## config.mk

```make
export PLATFORM = sky130hd
export DESIGN_NAME = mem_port_arbiter_flat
export DESIGN_NICKNAME = d
export VERILOG_FILES = /design/src/rtl/mem_port_arbiter_if.sv /design/src/rtl/mem_port_arbiter.sv /design/src/flat_wrapper.sv
export SDC_FILE = /design/constraint.sdc
export NUM_CORES = 1
export LEC_CHECK = 0
export ABC_AREA = 0
export ABC_CLOCK_PERIOD_IN_PS = 2800
export CORE_ASPECT_RATIO = 0.7
export CORE_MARGIN = 1.5
export CORE_UTILIZATION = 45
export DETAILED_ROUTE_END_ITERATION = 8
export PLACE_DENSITY = 0.89
export SETUP_SLACK_MARGIN = 0.15
export SYNTH_ARGS = -nofsm -noshare
export SYNTH_HDL_FRONTEND = slang
export SYNTH_SLANG_ARGS = --single-unit
```

## constraint.sdc

```tcl
create_clock -name clk -period 2.8 [get_ports clk]
set_clock_uncertainty 0.15 [all_clocks]
set_input_delay 0.42 -clock clk [delete_from_list [all_inputs] [get_ports clk]]
set_output_delay 0.42 -clock clk [all_outputs]
set_load 0.05 [all_outputs]
```

## src/rtl/mem_port_arbiter_if.sv

```systemverilog
// Bundle of the fetch, load/store and memory-array signals around mem_port_arbiter.
// slave is the arbiter's view; master is the pipeline-plus-memory side.
interface mem_port_arbiter_if #(
    parameter int ADDR_W = 10,
    parameter int DATA_W = 32
);
    logic              if_req;
    logic [ADDR_W-1:0] if_addr;
    logic              if_flush;
    logic              if_gnt;
    logic              if_rvalid;
    logic [DATA_W-1:0] if_rdata;

    logic              d_req;
    logic              d_we;
    logic [ADDR_W-1:0] d_addr;
    logic [DATA_W-1:0] d_wdata;
    logic              d_gnt;
    logic              d_rvalid;
    logic [DATA_W-1:0] d_rdata;

    logic              mem_en;
    logic              mem_we;
    logic [ADDR_W-1:0] mem_addr;
    logic [DATA_W-1:0] mem_wdata;
    logic [DATA_W-1:0] mem_rdata;

    logic              busy;

    modport slave (
        input  if_req, if_addr, if_flush,
        output if_gnt, if_rvalid, if_rdata,
        input  d_req, d_we, d_addr, d_wdata,
        output d_gnt, d_rvalid, d_rdata,
        output mem_en, mem_we, mem_addr, mem_wdata,
        input  mem_rdata,
        output busy
    );

    modport master (
        output if_req, if_addr, if_flush,
        input  if_gnt, if_rvalid, if_rdata,
        output d_req, d_we, d_addr, d_wdata,
        input  d_gnt, d_rvalid, d_rdata,
        input  mem_en, mem_we, mem_addr, mem_wdata,
        output mem_rdata,
        input  busy
    );
endinterface

```

## src/rtl/mem_port_arbiter.sv

```systemverilog
// Shares one unified memory port between instruction fetch and load/store,
// one registered transaction at a time, data-first with a fetch anti-starvation override.
module mem_port_arbiter #(
    parameter int ADDR_W     = 10,
    parameter int DATA_W     = 32,
    parameter int MEM_LAT    = 1,
    parameter int STARVE_MAX = 4
) (
    input logic             clk,
    input logic             reset,
    mem_port_arbiter_if.slave bus
);
    localparam logic [1:0] S_IDLE  = 2'd0;
    localparam logic [1:0] S_ISSUE = 2'd1;
    localparam logic [1:0] S_WAIT  = 2'd2;
    localparam logic [1:0] S_RESP  = 2'd3;

    localparam logic [2:0] LAT        = 3'(MEM_LAT);
    localparam logic [3:0] STARVE_LIM = 4'(STARVE_MAX);

    logic [1:0]        state_q, state_d;
    logic [2:0]        cnt_q, cnt_d;
    logic [3:0]        starve_q, starve_d;
    logic              flush_q, flush_d;
    logic              owner_q, owner_d;   // 1 = data port owns the transaction
    logic              store_q, store_d;
    logic              fetch_wins;

    logic              if_gnt_q, if_gnt_d;
    logic              if_rvalid_q, if_rvalid_d;
    logic [DATA_W-1:0] if_rdata_q, if_rdata_d;
    logic              d_gnt_q, d_gnt_d;
    logic              d_rvalid_q, d_rvalid_d;
    logic [DATA_W-1:0] d_rdata_q, d_rdata_d;
    logic              mem_en_q, mem_en_d;
    logic              mem_we_q, mem_we_d;
    logic [ADDR_W-1:0] mem_addr_q, mem_addr_d;
    logic [DATA_W-1:0] mem_wdata_q, mem_wdata_d;
    logic              busy_q, busy_d;

    always_comb begin
        state_d     = state_q;
        cnt_d       = cnt_q;
        starve_d    = starve_q;
        flush_d     = flush_q;
        owner_d     = owner_q;
        store_d     = store_q;
        fetch_wins  = 1'b0;
        if_gnt_d    = 1'b0;
        if_rvalid_d = 1'b0;
        if_rdata_d  = if_rdata_q;
        d_gnt_d     = 1'b0;
        d_rvalid_d  = 1'b0;
        d_rdata_d   = d_rdata_q;
        mem_en_d    = 1'b0;
        mem_we_d    = 1'b0;
        mem_addr_d  = mem_addr_q;
        mem_wdata_d = mem_wdata_q;

        case (state_q)
            S_IDLE: begin
                fetch_wins = bus.if_req && (!bus.d_req || starve_q == STARVE_LIM);
                if (fetch_wins) begin
                    state_d    = S_ISSUE;
                    owner_d    = 1'b0;
                    store_d    = 1'b0;
                    if_gnt_d   = 1'b1;
                    mem_en_d   = 1'b1;
                    mem_addr_d = bus.if_addr;
                    starve_d   = '0;
                end else if (bus.d_req) begin
                    state_d     = S_ISSUE;
                    owner_d     = 1'b1;
                    store_d     = bus.d_we;
                    d_gnt_d     = 1'b1;
                    mem_en_d    = 1'b1;
                    mem_we_d    = bus.d_we;
                    mem_addr_d  = bus.d_addr;
                    mem_wdata_d = bus.d_wdata;
                    if (!bus.if_req) begin
                        starve_d = '0;
                    end else if (starve_q != STARVE_LIM) begin
                        starve_d = starve_q + 4'd1;
                    end
                end else begin
                    starve_d = '0;
                end
            end
            S_ISSUE: begin
                if (!owner_q && bus.if_flush) flush_d = 1'b1;
                if (store_q) begin
                    state_d = S_IDLE;
                end else begin
                    state_d = S_WAIT;
                    cnt_d   = LAT;
                end
            end
            S_WAIT: begin
                if (!owner_q && bus.if_flush) flush_d = 1'b1;
                cnt_d = cnt_q - 3'd1;
                // Last wait cycle: capture now so rvalid is registered into RESP;
                // a flush arriving in this same cycle must still kill the fetch response.
                if (cnt_q == 3'd1) begin
                    state_d = S_RESP;
                    if (owner_q) begin
                        d_rvalid_d = 1'b1;
                        d_rdata_d  = bus.mem_rdata;
                    end else if (!flush_q && !bus.if_flush) begin
                        if_rvalid_d = 1'b1;
                        if_rdata_d  = bus.mem_rdata;
                    end
                end
            end
            S_RESP: begin
                state_d = S_IDLE;
                flush_d = 1'b0;
            end
            default: state_d = S_IDLE;
        endcase

        busy_d = (state_d != S_IDLE);
    end

    always_ff @(posedge clk) begin
        if (reset) begin
            state_q     <= S_IDLE;
            cnt_q       <= '0;
            starve_q    <= '0;
            flush_q     <= 1'b0;
            owner_q     <= 1'b0;
            store_q     <= 1'b0;
            if_gnt_q    <= 1'b0;
            if_rvalid_q <= 1'b0;
            if_rdata_q  <= '0;
            d_gnt_q     <= 1'b0;
            d_rvalid_q  <= 1'b0;
            d_rdata_q   <= '0;
            mem_en_q    <= 1'b0;
            mem_we_q    <= 1'b0;
            mem_addr_q  <= '0;
            mem_wdata_q <= '0;
            busy_q      <= 1'b0;
        end else begin
            state_q     <= state_d;
            cnt_q       <= cnt_d;
            starve_q    <= starve_d;
            flush_q     <= flush_d;
            owner_q     <= owner_d;
            store_q     <= store_d;
            if_gnt_q    <= if_gnt_d;
            if_rvalid_q <= if_rvalid_d;
            if_rdata_q  <= if_rdata_d;
            d_gnt_q     <= d_gnt_d;
            d_rvalid_q  <= d_rvalid_d;
            d_rdata_q   <= d_rdata_d;
            mem_en_q    <= mem_en_d;
            mem_we_q    <= mem_we_d;
            mem_addr_q  <= mem_addr_d;
            mem_wdata_q <= mem_wdata_d;
            busy_q      <= busy_d;
        end
    end

    assign bus.if_gnt    = if_gnt_q;
    assign bus.if_rvalid = if_rvalid_q;
    assign bus.if_rdata  = if_rdata_q;
    assign bus.d_gnt     = d_gnt_q;
    assign bus.d_rvalid  = d_rvalid_q;
    assign bus.d_rdata   = d_rdata_q;
    assign bus.mem_en    = mem_en_q;
    assign bus.mem_we    = mem_we_q;
    assign bus.mem_addr  = mem_addr_q;
    assign bus.mem_wdata = mem_wdata_q;
    assign bus.busy      = busy_q;
endmodule

```

## src/flat_wrapper.sv

```systemverilog
// flat-port wrapper written by rule: the top's interface ports become plain ports
module mem_port_arbiter_flat 
#(
    parameter int ADDR_W     = 10,
    parameter int DATA_W     = 32,
    parameter int MEM_LAT    = 1,
    parameter int STARVE_MAX = 4
)
  (clk, reset, bus_if_req, bus_if_addr, bus_if_flush, bus_if_gnt, bus_if_rvalid, bus_if_rdata, bus_d_req, bus_d_we, bus_d_addr, bus_d_wdata, bus_d_gnt, bus_d_rvalid, bus_d_rdata, bus_mem_en, bus_mem_we, bus_mem_addr, bus_mem_wdata, bus_mem_rdata, bus_busy);
  mem_port_arbiter_if #(.ADDR_W(ADDR_W), .DATA_W(DATA_W)) bus_i ();
  input logic clk;
  input logic reset;
  input wire logic [$bits(bus_i.if_req)-1:0] bus_if_req;
  input wire logic [$bits(bus_i.if_addr)-1:0] bus_if_addr;
  input wire logic [$bits(bus_i.if_flush)-1:0] bus_if_flush;
  output wire logic [$bits(bus_i.if_gnt)-1:0] bus_if_gnt;
  output wire logic [$bits(bus_i.if_rvalid)-1:0] bus_if_rvalid;
  output wire logic [$bits(bus_i.if_rdata)-1:0] bus_if_rdata;
  input wire logic [$bits(bus_i.d_req)-1:0] bus_d_req;
  input wire logic [$bits(bus_i.d_we)-1:0] bus_d_we;
  input wire logic [$bits(bus_i.d_addr)-1:0] bus_d_addr;
  input wire logic [$bits(bus_i.d_wdata)-1:0] bus_d_wdata;
  output wire logic [$bits(bus_i.d_gnt)-1:0] bus_d_gnt;
  output wire logic [$bits(bus_i.d_rvalid)-1:0] bus_d_rvalid;
  output wire logic [$bits(bus_i.d_rdata)-1:0] bus_d_rdata;
  output wire logic [$bits(bus_i.mem_en)-1:0] bus_mem_en;
  output wire logic [$bits(bus_i.mem_we)-1:0] bus_mem_we;
  output wire logic [$bits(bus_i.mem_addr)-1:0] bus_mem_addr;
  output wire logic [$bits(bus_i.mem_wdata)-1:0] bus_mem_wdata;
  input wire logic [$bits(bus_i.mem_rdata)-1:0] bus_mem_rdata;
  output wire logic [$bits(bus_i.busy)-1:0] bus_busy;
  assign bus_i.if_req = bus_if_req;
  assign bus_i.if_addr = bus_if_addr;
  assign bus_i.if_flush = bus_if_flush;
  assign bus_if_gnt = bus_i.if_gnt;
  assign bus_if_rvalid = bus_i.if_rvalid;
  assign bus_if_rdata = bus_i.if_rdata;
  assign bus_i.d_req = bus_d_req;
  assign bus_i.d_we = bus_d_we;
  assign bus_i.d_addr = bus_d_addr;
  assign bus_i.d_wdata = bus_d_wdata;
  assign bus_d_gnt = bus_i.d_gnt;
  assign bus_d_rvalid = bus_i.d_rvalid;
  assign bus_d_rdata = bus_i.d_rdata;
  assign bus_mem_en = bus_i.mem_en;
  assign bus_mem_we = bus_i.mem_we;
  assign bus_mem_addr = bus_i.mem_addr;
  assign bus_mem_wdata = bus_i.mem_wdata;
  assign bus_i.mem_rdata = bus_mem_rdata;
  assign bus_busy = bus_i.busy;
  mem_port_arbiter #(.ADDR_W(ADDR_W), .DATA_W(DATA_W), .MEM_LAT(MEM_LAT), .STARVE_MAX(STARVE_MAX)) u_core (.clk(clk), .reset(reset), .bus(bus_i));
endmodule
```

==> summary.md <==
| Metric | Value |
|---|---|
| Final period util | `0.778` |
| CTS Sinks | `approximately 130` |
| Final Critical Period | `2.18 ns` |
| Nets@finish | `around 870` |
| Cell area after synthesis | `~0.0047 mm2` |
| CP Capture Type | `output pin` |
| Critical path's slowest cell | `clkdlybuf4s50_1` |
| Ys Warns | `0` |
| Top delay family on crit path | `buffers and inverters` |
| Post-DP HPWL | `around 9 mm` |
| Total internal power | `about 3600 uW` |
| Part of the power in combinational logic | `0.159` |
| WP buf/inv | `1` |
| Die span in x | `125 um` |
| Rel. slew slack | `0.527` |
| Mean Syn Cell Area | `approximately 8.0 um2` |
| Final instance area | `0.00734 mm2` |
| CTS tree | `built` |
| Post-synth ARST share | `0` |
| Starting Density | `0.472` |
| Hold slack | `approximately 0.3 ns` |
| I/O pin cnt | `a little over 200` |
| Mapped Nets | `683` |
| Setup WS post-layout | `between 0.6 and 0.7 ns` |
| Ant diodes | `0` |
| Critical path type | `reg -> out` |
| Setup_tns | `0 ns` |
| Worst EP arrival | `~1.6 ns` |
| P_sw | `roughly 1300 uW` |
| Clock buffers created by TritonCTS | `17` |
| Number of hold buffers added after CTS | `0` |
| Die ar. | `around 0.011 mm2` |
| Cell Area, Placed | `0.00673 mm2` |
| Worst Path Max Fanout | `2` |
| Longest Clk Path Bufs | `2` |
| Latest clock arrival within the worst-skew pair | `0.40 ns` |
| Final hold violation count | `0` |
| Hold Crit Class | `reg -> reg` |
| Buffers on Ports | `202` |
| Post-DR wirelength/cell | `about 15 um` |
| Global-route wire length before repair | `around 21 mm` |
| Pwr Density | `approximately 670 mW/mm2` |
| H-tree levels | `4` |
| Vias per std cell | `5.08` |
| RSZ-0062 raised after global routing | `false` |
| Worst hold endpoint | `u_core.bus.mem_wdata[3]` |
| Post-CTS setup buffers | `0` |
| Final setup fails | `0` |
| Hold_sp | `u_core.bus.mem_wdata[3]` |
| Reg2Reg Depth | `7` |
| Delay of the slowest critical-path stage | `about 0.85 ns` |
| Reg2reg start | `u_core.state_q[0]` |
| Worst Max-Slew Pin Slew | `about 0.71 ns` |
| CP required | `roughly 2.2 ns` |
| Clock transition at path regs | `0.06 ns` |
| WHS Path Cells | `2` |
| Reg2reg setup slack | `0.76 ns` |
| Pin count of the biggest net entering global routing | `68` |
| Place WS | `approximately 0.64 ns` |
| Via count | `4653` |
| Cell variety after synth | `33` |
| Number of synthesized register bits | `between 100 and 150` |
| Initial antenna violation count | `0` |
| Chip height | `just under 90 um` |
| Fmax | `between 0.4 and 0.5 GHz` |
| Gate Count Post-Synth | `~600` |
| DR iter-0 viols | `about 230` |
| Area Overhead vs Synth | `56.9%` |
| FF-to-FF End | `u_core.bus.mem_wdata[27]` |
| DRC Markers | `0` |
| Crit-path cells | `clkdlybuf4s50_1` |
| Final WL | `~14 mm` |
| First-pass DRT Iterations | `4` |
| Status | `completed` |
| Clock Power Share | `0.454` |
| Number of global-route vias before repair | `~4500` |
| Area of the core | `0.00991 mm2` |
| Lkg Pwr | `~0.0027 uW` |
| Routability Congestion | `0.804` |
| Sequential power share | `0.387` |
| Max Cap Viol | `0` |
| Gr ovfl total | `0` |
| EDFF count, synth | `0` |
| Fin. max-slew vios | `0` |
| # rows | `30` |
| Dominant synthesized flop cell | `dfxtp_1` |
| Sw frac | `0.268` |
| GRT Util Overall | `0.244` |
| Antenna viol nets, final | `0` |
| Startpoint type of the worst setup path | `flop` |
| Pwr Total | `4920 uW` |
| Resize count post-CTS | `0` |
| Seq/Total Area, Yosys | `0.535` |
| VDD IR-drop max | `between 0.0004 and 0.0005 V` |
| CTS Root Buffer Type | `clkbuf_16` |
| Share of cells above drive strength 1 | `0.0622` |
tightest hold or removal path: cells and delay by family (launching register included):
kind            cells  cell delay [ns]
simple gates        1             0.05
compound gates      1             0.05
flops               1             0.30
cells in the final DEF, fill, tap and decap left out, types with 2 or more instances in the layout:
master           Yosys  final
o21a_1               2      2
and3_1               4      4
bufinv_16            0      3
nor2b_1              4      4
nor3_1               2      2
buf_4                7     12
clkinv_2             0      3
dfxtp_1            125    125
nand2b_1             2      2
nand3b_1             2      2
clkdlybuf4s50_1      0    201
inv_6                0      3
nand2_1            212    212
o31ai_1              2      2
ha_1                 9      9
a21oi_1            113    113
a22oi_1              2      2
inv_1                9      9
o21ai_0              6      6
clkinv_4             0      2
clkbuf_16            0     17
a211oi_1            11     11
nor2_1              23     23
clkinvlp_4           0      2
nand3_1              3      3
worst max path at each step:
stage | startpoint | to | slack, ns | cells past startpoint
after floorplan | u_core.state_q[0] | u_core.bus.mem_wdata[0] | 1.12 | 9
after global placement | bus_if_req | u_core.bus.mem_addr[5] | 0.75 | 5
after detailed placement | bus_if_req | u_core.bus.mem_addr[0] | 0.64 | 5
after CTS | u_core.bus.d_rdata[28] | bus_d_rdata[28] | 0.61 | 1
after global routing | u_core.bus.mem_wdata[27] | bus_mem_wdata[27] | 0.58 | 1
final | u_core.bus.mem_wdata[27] | bus_mem_wdata[27] | 0.62 | 1
layer usage:
metal  track usage  vias to the layer above  part of all wire
li1              -                     2292                 -
met2         0.428                      200              0.48
met1         0.272                     2142              0.40
met5             0                        -                 0
met4        0.0826                        0             0.014
met3         0.105                       19              0.10
cells by family after synthesis:
family | count (synthesis) | synth area share
AO/OA/AOI/OAI | 141 | 0.165
adder cells (fa/ha/maj) | 9 | 0.0241
buffers and inverters | 51 | 0.0559
flip-flops | 125 | 0.535
AND/OR/NAND/NOR | 258 | 0.220
power by group through the flow:
stage	Sequential (uW)	Clock, uW	Combinational (uW)
finish	1900	2230	783
global route	1910	2350	835
CTS	1900	2270	786
detailed placement	1940	0	776
global placement	1930	0	758
floorplan	2160	0	246
stage by stage:
stage	utilization	instances
3_3_place_gp	0.679	884
3_5_place_dp	0.679	884
5_1_grt	0.741	916
4_1_cts	0.741	916
2_1_floorplan	-	584
6_report	0.741	916
state kept, by name, indices dropped and copies added, names as in the netlist, 2 cells and up:
name,flops
u_core.bus.d_rdata,32
u_core.cnt_q,3
u_core.bus.if_rdata,32
u_core.bus.mem_wdata,32
u_core.bus.mem_addr,10
u_core.state_q,2
u_core.starve_q,4
layout make-up:
cell class	instances	area, um2
Clock inverter	13	164
Tap cell	128	160
Clock buffer	19	443
Fill cell	671	2570
Timing Repair Buffer	214	2120
Multi-Input combinational cell	408	1910
Inverter	9	33.8
Sequential cell	125	2500
cells in the mapped netlist, drive strengths merged, types with 3 or more instances:
library cell    n  area (um2)
nand2         212         796
nor2           24        92.6
inv             9        33.8
dfxtp         125        2500
clkbuf         19        71.3
nor2b           5        33.8
ha              9         113
buf            23         156
o21ai           7        38.8
a211oi         11        82.6
and3            4        25.0
nand3           3        15.0
a21oi         114         582
Note: power is estimated with default switching activity, not from simulation.
